`config.mk`:
```
export PLATFORM = sky130hd
export DESIGN_NAME = upc_serial_tx
export DESIGN_NICKNAME = d
export VERILOG_FILES = /design/src/rtl/upc_pkg.sv /design/src/rtl/upc_bit_timer.sv /design/src/rtl/upc_serial_tx.sv
export SDC_FILE = /design/constraint.sdc
export NUM_CORES = 1
export LEC_CHECK = 0
export CELL_PAD_IN_SITES_DETAIL_PLACEMENT = 0
export CELL_PAD_IN_SITES_GLOBAL_PLACEMENT = 1
export CORE_ASPECT_RATIO = 0.5
export CORE_MARGIN = 4
export CORE_UTILIZATION = 30
export DETAILED_ROUTE_END_ITERATION = 10
export GPL_ROUTABILITY_DRIVEN = 0
export PLACE_DENSITY = 0.69
export SYNTH_ARGS = -nofsm -noshare
export SYNTH_HDL_FRONTEND = slang
export SYNTH_SLANG_ARGS = --single-unit
```
`constraint.sdc`:
```
create_clock -name clk -period 3.6 [get_ports clk]
set_input_delay 0.9 -clock clk [delete_from_list [all_inputs] [get_ports clk]]
set_output_delay 0.9 -clock clk [all_outputs]
set_load 0.01 [all_outputs]
```
`src/rtl/upc_pkg.sv`:
```
// upc_pkg: shared definitions for the UPC serial transmitter.
//   - state_t    : transmitter FSM states (PARITY only exists when
//                  UPC_TX_PARITY_EN is defined)
//   - *_BIT      : bit positions of the fields inside an item record
//   - DATA_BITS  : number of record bits shifted onto the line
// Optional feature macro: UPC_TX_PARITY_EN (adds the even-parity bit).
package upc_pkg;

    localparam int U_BIT     = 3;
    localparam int P_BIT     = 2;
    localparam int C_BIT     = 1;
    localparam int MARK_BIT  = 0;
    localparam int DATA_BITS = 4;

    typedef enum logic [2:0] {
        IDLE   = 3'd0,
        START  = 3'd1,
        DATA   = 3'd2,
`ifdef UPC_TX_PARITY_EN
        PARITY = 3'd3,
`endif
        STOP   = 3'd4
    } state_t;

`ifdef UPC_TX_PARITY_EN
    // Even parity: the parity bit makes the total count of ones even.
    function automatic logic even_parity(input logic [DATA_BITS-1:0] rec);
        return ^rec;
    endfunction
`endif

endpackage

```
`src/rtl/upc_bit_timer.sv`:
```
// upc_bit_timer: counts clock cycles within one serial bit.
// Ports:
//   clk      in   clock, rising edge
//   reset_n  in   synchronous active-low reset
//   run      in   high while a frame is in flight; low holds the count at 0
//   count    out  current cycle within the bit, 0..CLKS_PER_BIT-1
//   bit_end  out  one-cycle strobe on the last cycle of each bit
module upc_bit_timer #(
    parameter int CLKS_PER_BIT = 8
) (
    input  logic       clk,
    input  logic       reset_n,
    input  logic       run,
    output logic [9:0] count,
    output logic       bit_end
);

    // Ten bits cover the full legal range of CLKS_PER_BIT (up to 1023).
    localparam logic [9:0] LAST = 10'(CLKS_PER_BIT - 1);

    assign bit_end = run && (count == LAST);

    always_ff @(posedge clk) begin
        if (!reset_n || !run) begin
            count <= '0;
        end else if (count == LAST) begin
            count <= '0;
        end else begin
            count <= count + 10'd1;
        end
    end

endmodule

```
`src/rtl/upc_serial_tx.sv`:
```
// upc_serial_tx: sends one 4-bit item record {U, P, C, mark} as a serial
// frame: start bit (0), mark, C, P, U (LSB first), optional even parity,
// stop bit (1). The line idles high.
// Ports:
//   clk         in   clock, rising edge
//   reset_n     in   synchronous active-low reset
//   in_valid    in   in_data holds a record to send
//   in_data     in   record {U, P, C, mark}
//   in_ready    out  high exactly in IDLE; handshake = in_valid & in_ready
//   tx_line     out  registered serial line
//   busy        out  registered, high from start bit through stop bit
//   frame_done  out  registered, one-cycle pulse on last stop-bit cycle
//   state_dbg   out  current FSM state encoding (upc_pkg::state_t)
// Handshake: a record is taken on a rising edge where in_valid and
// in_ready are both high; in_valid in any other cycle is ignored.
// Optional feature macro: UPC_TX_PARITY_EN (adds the even-parity bit).
module upc_serial_tx
    import upc_pkg::*;
#(
    parameter int CLKS_PER_BIT = 8
) (
    input  logic       clk,
    input  logic       reset_n,
    input  logic       in_valid,
    input  logic [3:0] in_data,
    output logic       in_ready,
    output logic       tx_line,
    output logic       busy,
    output logic       frame_done,
    output logic [2:0] state_dbg
);

    state_t     state;
    logic [3:0] data_q;
    logic [1:0] bit_idx;
    logic [9:0] count;
    logic       bit_end;

    assign in_ready  = (state == IDLE);
    assign state_dbg = state;

    upc_bit_timer #(
        .CLKS_PER_BIT(CLKS_PER_BIT)
    ) u_timer (
        .clk    (clk),
        .reset_n(reset_n),
        .run    (state != IDLE),
        .count  (count),
        .bit_end(bit_end)
    );

    // The outputs are registered, so each value is loaded on the edge that
    // enters the bit it belongs to. frame_done is raised one cycle before
    // the end of STOP so that it is high during the final stop cycle.
    always_ff @(posedge clk) begin
        if (!reset_n) begin
            state      <= IDLE;
            data_q     <= '0;
            bit_idx    <= '0;
            tx_line    <= 1'b1;
            busy       <= 1'b0;
            frame_done <= 1'b0;
        end else begin
            frame_done <= 1'b0;
            case (state)
                IDLE: begin
                    if (in_valid) begin
                        data_q  <= in_data;
                        bit_idx <= '0;
                        state   <= START;
                        tx_line <= 1'b0;
                        busy    <= 1'b1;
                    end
                end
                START: begin
                    if (bit_end) begin
                        state   <= DATA;
                        tx_line <= data_q[MARK_BIT];
                    end
                end
                DATA: begin
                    if (bit_end) begin
                        if (bit_idx == 2'(DATA_BITS - 1)) begin
`ifdef UPC_TX_PARITY_EN
                            state   <= PARITY;
                            tx_line <= even_parity(data_q);
`else
                            state   <= STOP;
                            tx_line <= 1'b1;
`endif
                        end else begin
                            bit_idx <= bit_idx + 2'd1;
                            tx_line <= data_q[bit_idx + 2'd1];
                        end
                    end
                end
`ifdef UPC_TX_PARITY_EN
                PARITY: begin
                    if (bit_end) begin
                        state   <= STOP;
                        tx_line <= 1'b1;
                    end
                end
`endif
                STOP: begin
                    if (bit_end) begin
                        state   <= IDLE;
                        busy    <= 1'b0;
                        tx_line <= 1'b1;
                    end else if (count == 10'(CLKS_PER_BIT - 2)) begin
                        frame_done <= 1'b1;
                    end
                end
                default: begin
                    state   <= IDLE;
                    tx_line <= 1'b1;
                    busy    <= 1'b0;
                end
            endcase
        end
    end

endmodule

```
---- Word level (Yosys, flattened, before mapping) ----
Index checks and enable logic that the tools add are counted.
storage, ports and cells
  flip-flop bits (word level) ............. 22
  input port bits ......................... 7
  output and inout bits ................... 7
  logic and storage cells ................. 62
operators by class
  $add $sub $neg .......................... 2
  order comparisons ....................... 1
  equal/unequal tests ..................... 12
  mux-type cells .......................... 22
  bitwise logic cells ..................... 3
  reduce and logical (&&, ||, !) cells .... 15
operators with widths
  operator                 count
  $eq A10 B3 Y1 const B    2
  $mux W3                  5
  $ne A2 B2 Y1 const B     6
  $pmux W3 S4              1
  $add A10 B1 Y10 const B  1
  $mux W1                  9
  $reduce_and A4 Y1        2
  $mux W2                  3
  $reduce_and A5 Y1        1
  $pmux W1 S4              1
  $pmux W2 S2              1
  $reduce_or A2 Y1         2
  $eq A3 B1 Y1 const B     1
  $eq A3 B2 Y1 const B     1
  $eq A3 B3 Y1 const B     1
  $logic_not A3 Y1         1
  $lt A2 B3 Y1 const B     1
  $not A1 Y1               3
  $pmux W1 S3              1
  $reduce_and A3 Y1        1
  $reduce_bool A3 Y1       1
  $reduce_or A3 Y1         1
  $add A2 B1 Y2 const B    1
  $bmux W1 S2              1
  other kinds (6)          7

---- Longest topological paths before layout ----
Gate-level depths: netlist of run 1.
  word-level depth ........................ 6
  depth in mapped cells ................... 5
  depth with buffers taken out ............ 5

---- Modules after synthesis ----
Synthesis of run 1 repeated with hierarchy kept, for this count alone.
unflattened totals
  cell total of the unflattened synthesis .. 129
  area total of the unflattened synthesis .. 1189.9 um^2
by module, submodules not included
  module         instances  cells an instance  area each (um^2)  seq. area each (um^2)
  upc_serial_tx  1          76                 732.0             240.2
  upc_bit_timer  1          53                 457.9             200.2

---- Worst setup path before layout of run 1 ----
OpenSTA, ideal clock, no wires.
  path kind ............................... register to output
  start ................................... reg state[2] (netlist: state_dbg[2])
  end ..................................... out in_ready
  arrival time ............................ 0.797 ns
  required time ........................... 2.700 ns
  path slack .............................. 1.903 ns
  cell stages (with the launch flop) ...... 3
  buffers on the path ..................... 1
  cells stage by stage .................... dfxtp_1 clkbuf_2 nor3_2
between the ends
  word-level cells in the longest chain between the ends .. 1
ends and longest elaborated chain
  what                    line                 text
  from (decl)             upc_serial_tx.sv:33  state_t state;
  from (signal assigned)  upc_serial_tx.sv:57  state <= IDLE;
  from (signal assigned)  upc_serial_tx.sv:70  state <= START;
  from (signal assigned)  upc_serial_tx.sv:77  state <= DATA;
  $logic_not A3 Y1        upc_serial_tx.sv:39  assign in_ready = (state == IDLE);
  to (decl)               upc_serial_tx.sv:26  output logic in_ready,
Every way passes these cells.

---- Worst setup path after layout of run 1 ----
  start ................................... reg state[0] (netlist: state_dbg[0])
  end ..................................... out in_ready
Same word-level chain as after synthesis.

==> out/metrics.csv, run 1 <==
stage;metric;value;unit
yosys;Mapped Cells;118;
worst_setup_path;crit start category;flip-flop;
floorplan;Initial Util;0.3164;
placed_design;I/O Buffers;13;
worst_setup_path;Crit-path slowest cell;clkdlybuf4s50_1;
clock_tree;CTS tree;yes;
clock_tree;# hold bufs at CTS;0;
global_routing;GRT Util Overall;0.09818;
global_routing;initial antenna violation count;0;
routing;Routed WL;2088;um
worst_setup_path;slowest stage delay, CP;0.60;ns
yosys;Synth Area in Compound Gates;0.07745;
clock_tree;clock sink total;22;
status;outcome;finished clean;
routing;via count;838;
clock_tree;Post-CTS Setup Bufs;0;
min_path;worst min path class;reg2reg;
worst_setup_path;crit path DAT;1.69;ns
yosys;synthesized flop and latch total;22;
timing;Setup TNS;0;ns
clock_tree;H-tree levels;1;
yosys;multiplexer share of the synthesized area;0.06378;
floorplan;Die ar.;4753;sq um
routing;Remaining DRCs;0;
timing;Final Setup Violations;0;
power_and_ir_drop;PwrDens;398.3;nW/um^2
cells_and_area;antenna cells;0;
floorplan;Row Count;15;
cells_and_area;most used cells in the layout excluding fill and tap cells;dfxtp_1 (22), nor2_1 (14), clkdlybuf4s50_1 (13), mux2i_1 (7), a21oi_1 (7);
timing;final setup skew;0.007562;ns
routing;Pre-antenna DRT Iters;3;
power_and_ir_drop;leakage power;0.4634;nW
placed_design;placed cell area;1274;sq um
cells_and_area;share of cells above drive strength 1;0.09924;
worst_setup_path;Max FO, Critical Path;13;
clock_tree;clk_lat worst skew;0.26;ns
floorplan;Core Footprint;3472;sq um
yosys;Post-Synth Simple-Gate Area;0.3269;
routing;DR vias/cell;4.604;
global_routing;vias in the first global route;789;
clock_tree;CTS resizes;0;
floorplan;die width;93.58;um
timing;Hold Violations, Final;0;
worst_setup_path;Worst Setup End Kind;output pin;
job;Max Cap Viol;0;
yosys;Synth Cell Area;1099;sq um
yosys;Yosys warnings;0;
timing;Slew Viols, Final;0;
clock_tree;CTS max path bufs;2;
timing;Peak Freq;386.0;MHz
yosys;Synth Area in Adders;0.04328;
cells_and_area;Nets;142;
cells_and_area;Syn-to-layout area delta;22.44;%
yosys;Post-Syn Nets;128;
global_routing;grt total ovfl;0;
yosys;main combinational cell family by area after synthesis;simple AND/OR/NAND/NOR gates;
timing;RSZ-0062 raised after global routing;false;
power_and_ir_drop;peak supply drop;0.0002085;V
routing;Iteration-0 DRC Markers;27;
routing;Post-DRT Antenna Nets;0;
floorplan;I/O pin total;14;
worst_setup_path;crit path kind;reg2out;
timing;Tmin final;2.591;ns
yosys;sequential fraction of the synthesis area;0.4009;
timing;worst slew pin tran;0.4813;ns
clock_tree;Num CTS Buffers;3;
yosys;Mapped Avg Cell Area;9.310;sq um
placed_design;hpwl dp;1528;um
worst_setup_path;Worst Path Required;2.70;ns
timing;max_slew headroom;0.6787;
yosys;Unique masters post-synth;37;
cells_and_area;commonest non-fill, non-tap cell in the layout;dfxtp_1;
yosys;Post-Synth XOR/XNOR Area;0.06378;
routing;wire per inst;11.47;um
floorplan;Die H;50.79;um
worst_setup_path;cell-by-cell trace of the critical path;nor3_2 -> clkdlybuf4s50_1;
clock_tree;root buf cell;clkbuf_8;
timing;WHS;0.4668;ns
global_routing;pin count of the biggest net entering global routing;14;
clock_tree;Worst-path clk slew;0.08;ns
global_routing;first-pass GRT wire length;3712;um
cells_and_area;final instance area;1345;sq um
timing;period utilization;0.7197;
metrics by stage:
step	utilization	std cells	power, W	setup slack [ns]
final	0.3874	182	0.0005357	1.009
after global routing	0.3874	182	0.0005617	0.8816
after CTS	0.3874	182	0.0005440	0.9915
after detailed placement	0.3668	178	0.0003133	1.303
after global placement	0.3668	178	0.0003130	1.329
after floorplan	-	118	0.0002915	1.903
flip-flops by register name, indices dropped and copies added, names as in the netlist:
signal         flops
data_q             4
tx_line            1
frame_done         1
busy               1
bit_idx            2
state_dbg          3
u_timer.count     10
logic make-up after synthesis:
family / count (synthesis)
XOR/XNOR: 8
flip-flops: 22
multiplexers: 7
buffers and inverters: 6
AO/OA/AOI/OAI: 14
adder cells (fa/ha/maj): 4
AND/OR/NAND/NOR: 57
path summary, 6_finish.rpt:
path	start	cells after the start	end	slack (ns)
worst max register to register	u_timer.count[0]	5	busy	1.95
worst min register to register	u_timer.count[0]	1	u_timer.count[0]	0.47
worst min-delay path	u_timer.count[0]	1	u_timer.count[0]	0.47
worst max-delay path	state_dbg[0]	2	in_ready	1.01
final cells by class:
type                            instances  area [sq um]
Inverter                                2         7.507
Timing Repair Buffer                   13         130.1
Clock buffer                            3         41.29
Multi-Input combinational cell         90         631.9
Clock inverter                          1         30.03
Tap cell                               51         63.81
Sequential cell                        22         440.4
Fill cell                             364          2127
worst max-delay path, delay by kind of cell (launching register included):
| family | cells | cell delay [ns] |
|---|---|---|
| buf+inv | 1 | 0.60 |
| flops | 1 | 0.46 |
| simple gates | 1 | 0.36 |
power by group:
part / internal [W] / leakage (nW) / total, W / switching, W
clock: 0.000148 / 0.0357 / 0.000229 / 0.0000803
sequential: 0.000250 / 0.179 / 0.000258 / 0.00000805
combinational: 0.0000270 / 0.249 / 0.0000485 / 0.0000215
total: 0.000426 / 0.463 / 0.000536 / 0.000110
metal layers:
| metal | vias to the layer above | track usage | routed length, um |
|---|---|---|---|
| li1 | 440 | - | - |
| met1 | 391 | 0.1294 | 1113 |
| met2 | 5 | 0.1609 | 938 |
| met3 | 2 | 0.02695 | 28 |
| met4 | 0 | 0.02158 | 8 |
| met5 | - | 0 | 0 |
cell usage after synthesis (all sizes together):
| cell type | number | area [sq um] |
|---|---|---|
| buf | 2 | 10.01 |
| nor4b | 1 | 23.77 |
| nand4 | 2 | 18.77 |
| nor2b | 6 | 37.54 |
| nand4b | 1 | 8.760 |
| nor3 | 6 | 40.04 |
| a21boi | 1 | 7.510 |
| a21oi | 7 | 35.03 |
| maj3 | 1 | 10.01 |
| nand2b | 3 | 18.77 |
| xnor2 | 5 | 43.79 |
| o21a | 2 | 15.01 |
| and2 | 1 | 6.260 |
| nand3 | 6 | 35.03 |
| mux2i | 7 | 70.07 |
| inv | 2 | 7.510 |
| nor4 | 2 | 27.53 |
| a31oi | 1 | 6.260 |
| xor2 | 3 | 26.28 |
| nand3b | 5 | 41.29 |
| a41oi | 1 | 8.760 |
| nand2 | 7 | 28.78 |
| ha | 3 | 37.54 |
| and3 | 3 | 20.02 |
| o21ai | 1 | 5.000 |
| clkbuf | 2 | 8.750 |
| nor2 | 14 | 52.55 |
| dfxtp | 22 | 440.4 |
| o21bai | 1 | 7.510 |
Power figures use the tool's default switching activity.
==> run 2, diff against run 1 <==
Clock period 3.6 ns to 2.4 ns, I/O delays scaled along.
==> out/metrics.csv, run 2 (synthesis results as in run 1) <==
stage;metric;value;unit;change
global_routing;grt total ovfl;0;;unchanged
global_routing;initial antenna violation count;0;;unchanged
cells_and_area;Nets;144;;was 142
clock_tree;Post-CTS Setup Bufs;0;;unchanged
worst_setup_path;crit path kind;reg2out;;unchanged
power_and_ir_drop;Gate power share;0.109;;was 0.091
timing;max_slew headroom;0.6715;;was 0.6787
routing;wire per inst;11.30;um;was 11.47 um
cells_and_area;number of fill cells;354;;was 364
floorplan;Die ar.;4753;sq um;unchanged
power_and_ir_drop;Clock Power Share;0.324;;was 0.427
routing;Pre-antenna DRT Iters;4;;was 3
clock_tree;CTS max path bufs;2;;unchanged
power_and_ir_drop;PwrDens;514.0;nW/um^2;was 398.3 nW/um^2
routing;Iteration-0 DRC Markers;26;;was 27
placed_design;hpwl dp;1510;um;was 1528 um
worst_setup_path;RR Startpoint;u_timer.count[0];;unchanged
floorplan;I/O pin total;14;;unchanged
timing;Peak Freq;469.1;MHz;
cells_and_area;commonest non-fill, non-tap cell in the layout;dfxtp_1;;unchanged
clock_tree;# hold bufs at CTS;0;;unchanged
min_path;Min-Delay Endpoint;u_timer.count[0];;unchanged
placed_design;Place WS;0.5478;ns;was 1.303 ns
clock_tree;H-tree levels;1;;unchanged
clock_tree;root buf cell;clkbuf_8;;unchanged
clock_tree;CTS resizes;0;;unchanged
cells_and_area;Syn-to-layout area delta;21.07;%;was 22.44%
cells_and_area;antenna cells;0;;unchanged
timing;final setup skew;0.003077;ns;was 0.007562 ns
global_routing;first-pass GRT wire length;3581;um;was 3712 um
power_and_ir_drop;Flop pwr share;0.567;;was 0.483
power_and_ir_drop;sw frac;0.2250;;was 0.2051
routing;Post-DRT Antenna Nets;0;;unchanged
clock_tree;Worst-path clk slew;0.07;ns;was 0.08 ns
job;Max Cap Viol;0;;unchanged
timing;Hold Violations, Final;0;;unchanged
timing;Setup TNS;0;ns;unchanged
timing;RSZ-0062 raised after global routing;false;;unchanged
power_and_ir_drop;leakage power;0.4592;nW;was 0.4634 nW
worst_setup_path;FF-to-FF setup slack;0.77;ns;was 1.95 ns
cells_and_area;Largest register FFs;10;;unchanged
worst_setup_path;Max FO, Critical Path;13;;unchanged
routing;Routed WL;2067;um;was 2088 um
worst_setup_path;cells on worst reg2reg path;5;;unchanged
status;outcome;finished clean;;unchanged
routing;DR vias/cell;4.492;;was 4.604
worst_setup_path;worst reg2reg endpoint;busy;;unchanged
timing;worst slew pin tran;0.4920;ns;was 0.4813 ns
timing;worst path setup slack after routing;0.2683;ns;was 1.009 ns
routing;Remaining DRCs;0;;unchanged
clock_tree;clock sink total;22;;unchanged
floorplan;Row Count;15;;unchanged
worst_setup_path;Worst Setup End Kind;output pin;;unchanged
floorplan;Initial Util;0.3164;;unchanged
global_routing;pin count of the biggest net entering global routing;14;;unchanged
placed_design;I/O Buffers;13;;unchanged
min_path;Hold Startpoint;u_timer.count[0];;unchanged
timing;WHS;0.4692;ns;was 0.4668 ns
worst_setup_path;Worst Path Required;1.80;ns;was 2.70 ns
timing;period utilization;0.8882;;
min_path;worst min path class;reg2reg;;unchanged
global_routing;GRT Util Overall;0.09559;;was 0.09818
power_and_ir_drop;Tot Pwr;0.0006837;W;was 0.0005357 W
min_path;Worst Hold Depth;1;;unchanged
routing;via count;822;;was 838
worst_setup_path;crit path DAT;1.53;ns;was 1.69 ns
worst_setup_path;crit start category;flip-flop;;unchanged
floorplan;die width;93.58;um;unchanged
floorplan;Die H;50.79;um;unchanged
power_and_ir_drop;cell-internal power;0.0005298;W;was 0.0004258 W
power_and_ir_drop;peak supply drop;0.0001793;V;was 0.0002085 V
global_routing;vias in the first global route;781;;was 789
cells_and_area;share of cells above drive strength 1;0.1061;;was 0.09924
power_and_ir_drop;P_sw;0.0001538;W;was 0.0001099 W
cells_and_area;Biggest register;u_timer.count;;unchanged
clock_tree;clk_lat worst skew;0.26;ns;about the same
timing;Tmin final;2.132;ns;
cells_and_area;most used cells in the layout excluding fill and tap cells;dfxtp_1 (22), nor2_1 (14), clkdlybuf4s50_1 (13), mux2i_1 (7), a21oi_1 (7);;unchanged
timing;Final Setup Violations;0;;unchanged
floorplan;Core Footprint;3472;sq um;unchanged
clock_tree;CTS tree;yes;;unchanged
clock_tree;Num CTS Buffers;3;;unchanged
timing;Slew Viols, Final;0;;unchanged
run 2: cell count changes in the layout (fill, tap and decap cells not counted):
cell	before	now
buf_4	0	2
bufinv_16	1	0
run 2: power by group through the flow:
| stage | Clock [W] | Sequential, W | Combinational (W) |
|---|---|---|---|
| after floorplan | 0 | 0.000394 | 0.0000434 |
| after global placement | 0 | 0.000397 | 0.0000753 |
| after detailed placement | 0 | 0.000396 | 0.0000754 |
| after CTS | 0.000235 | 0.000388 | 0.0000759 |
| after global routing | 0.000252 | 0.000390 | 0.0000828 |
| final | 0.000222 | 0.000388 | 0.0000745 |
run 2: how the worst max path moves through the flow:
stage / start / to / slack (ns) / cells past startpoint
final: state_dbg[0] / in_ready / 0.27 / 2
after detailed placement: state_dbg[0] / state_dbg[0] / 0.55 / 1
after global routing: state_dbg[0] / in_ready / 0.13 / 2
after global placement: state_dbg[0] / state_dbg[0] / 0.52 / 1
after CTS: state_dbg[0] / in_ready / 0.23 / 2
after floorplan: bit_idx[0] / bit_idx[0] / 0.95 / 5
run 2: area by class of cell:
class	count	area (sq um)	area share
multi-input combinational	90	631.9	0.4751
sequential	22	440.4	0.3311
timing repair buffer	15	145.1	0.1091
tap	51	63.81	0.04798
clock buffer	3	41.29	0.03104
inverter	2	7.507	0.005644
run 2: critical path, cell delays in order, from the launching register on:
cell and delay (ns):
dfxtp_1 0.46, nor3_2 0.24, clkdlybuf4s50_1 0.57
run 2: routing by layer:
metal,global-route usage,vias up,wire length [um]
met5,0,-,0
met4,0.02878,0,17
met3,0.03144,2,54
met2,0.1550,9,901
met1,0.1212,374,1093
li1,-,437,-
run 2: per-stage QoR:
step | util | instances | area [sq um]
final | 0.3831 | 183 | 1330
after CTS | 0.3831 | 183 | 1330
after global placement | 0.3712 | 180 | 1289
after detailed placement | 0.3712 | 180 | 1289
after global routing | 0.3831 | 183 | 1330
after floorplan | - | 118 | 1099
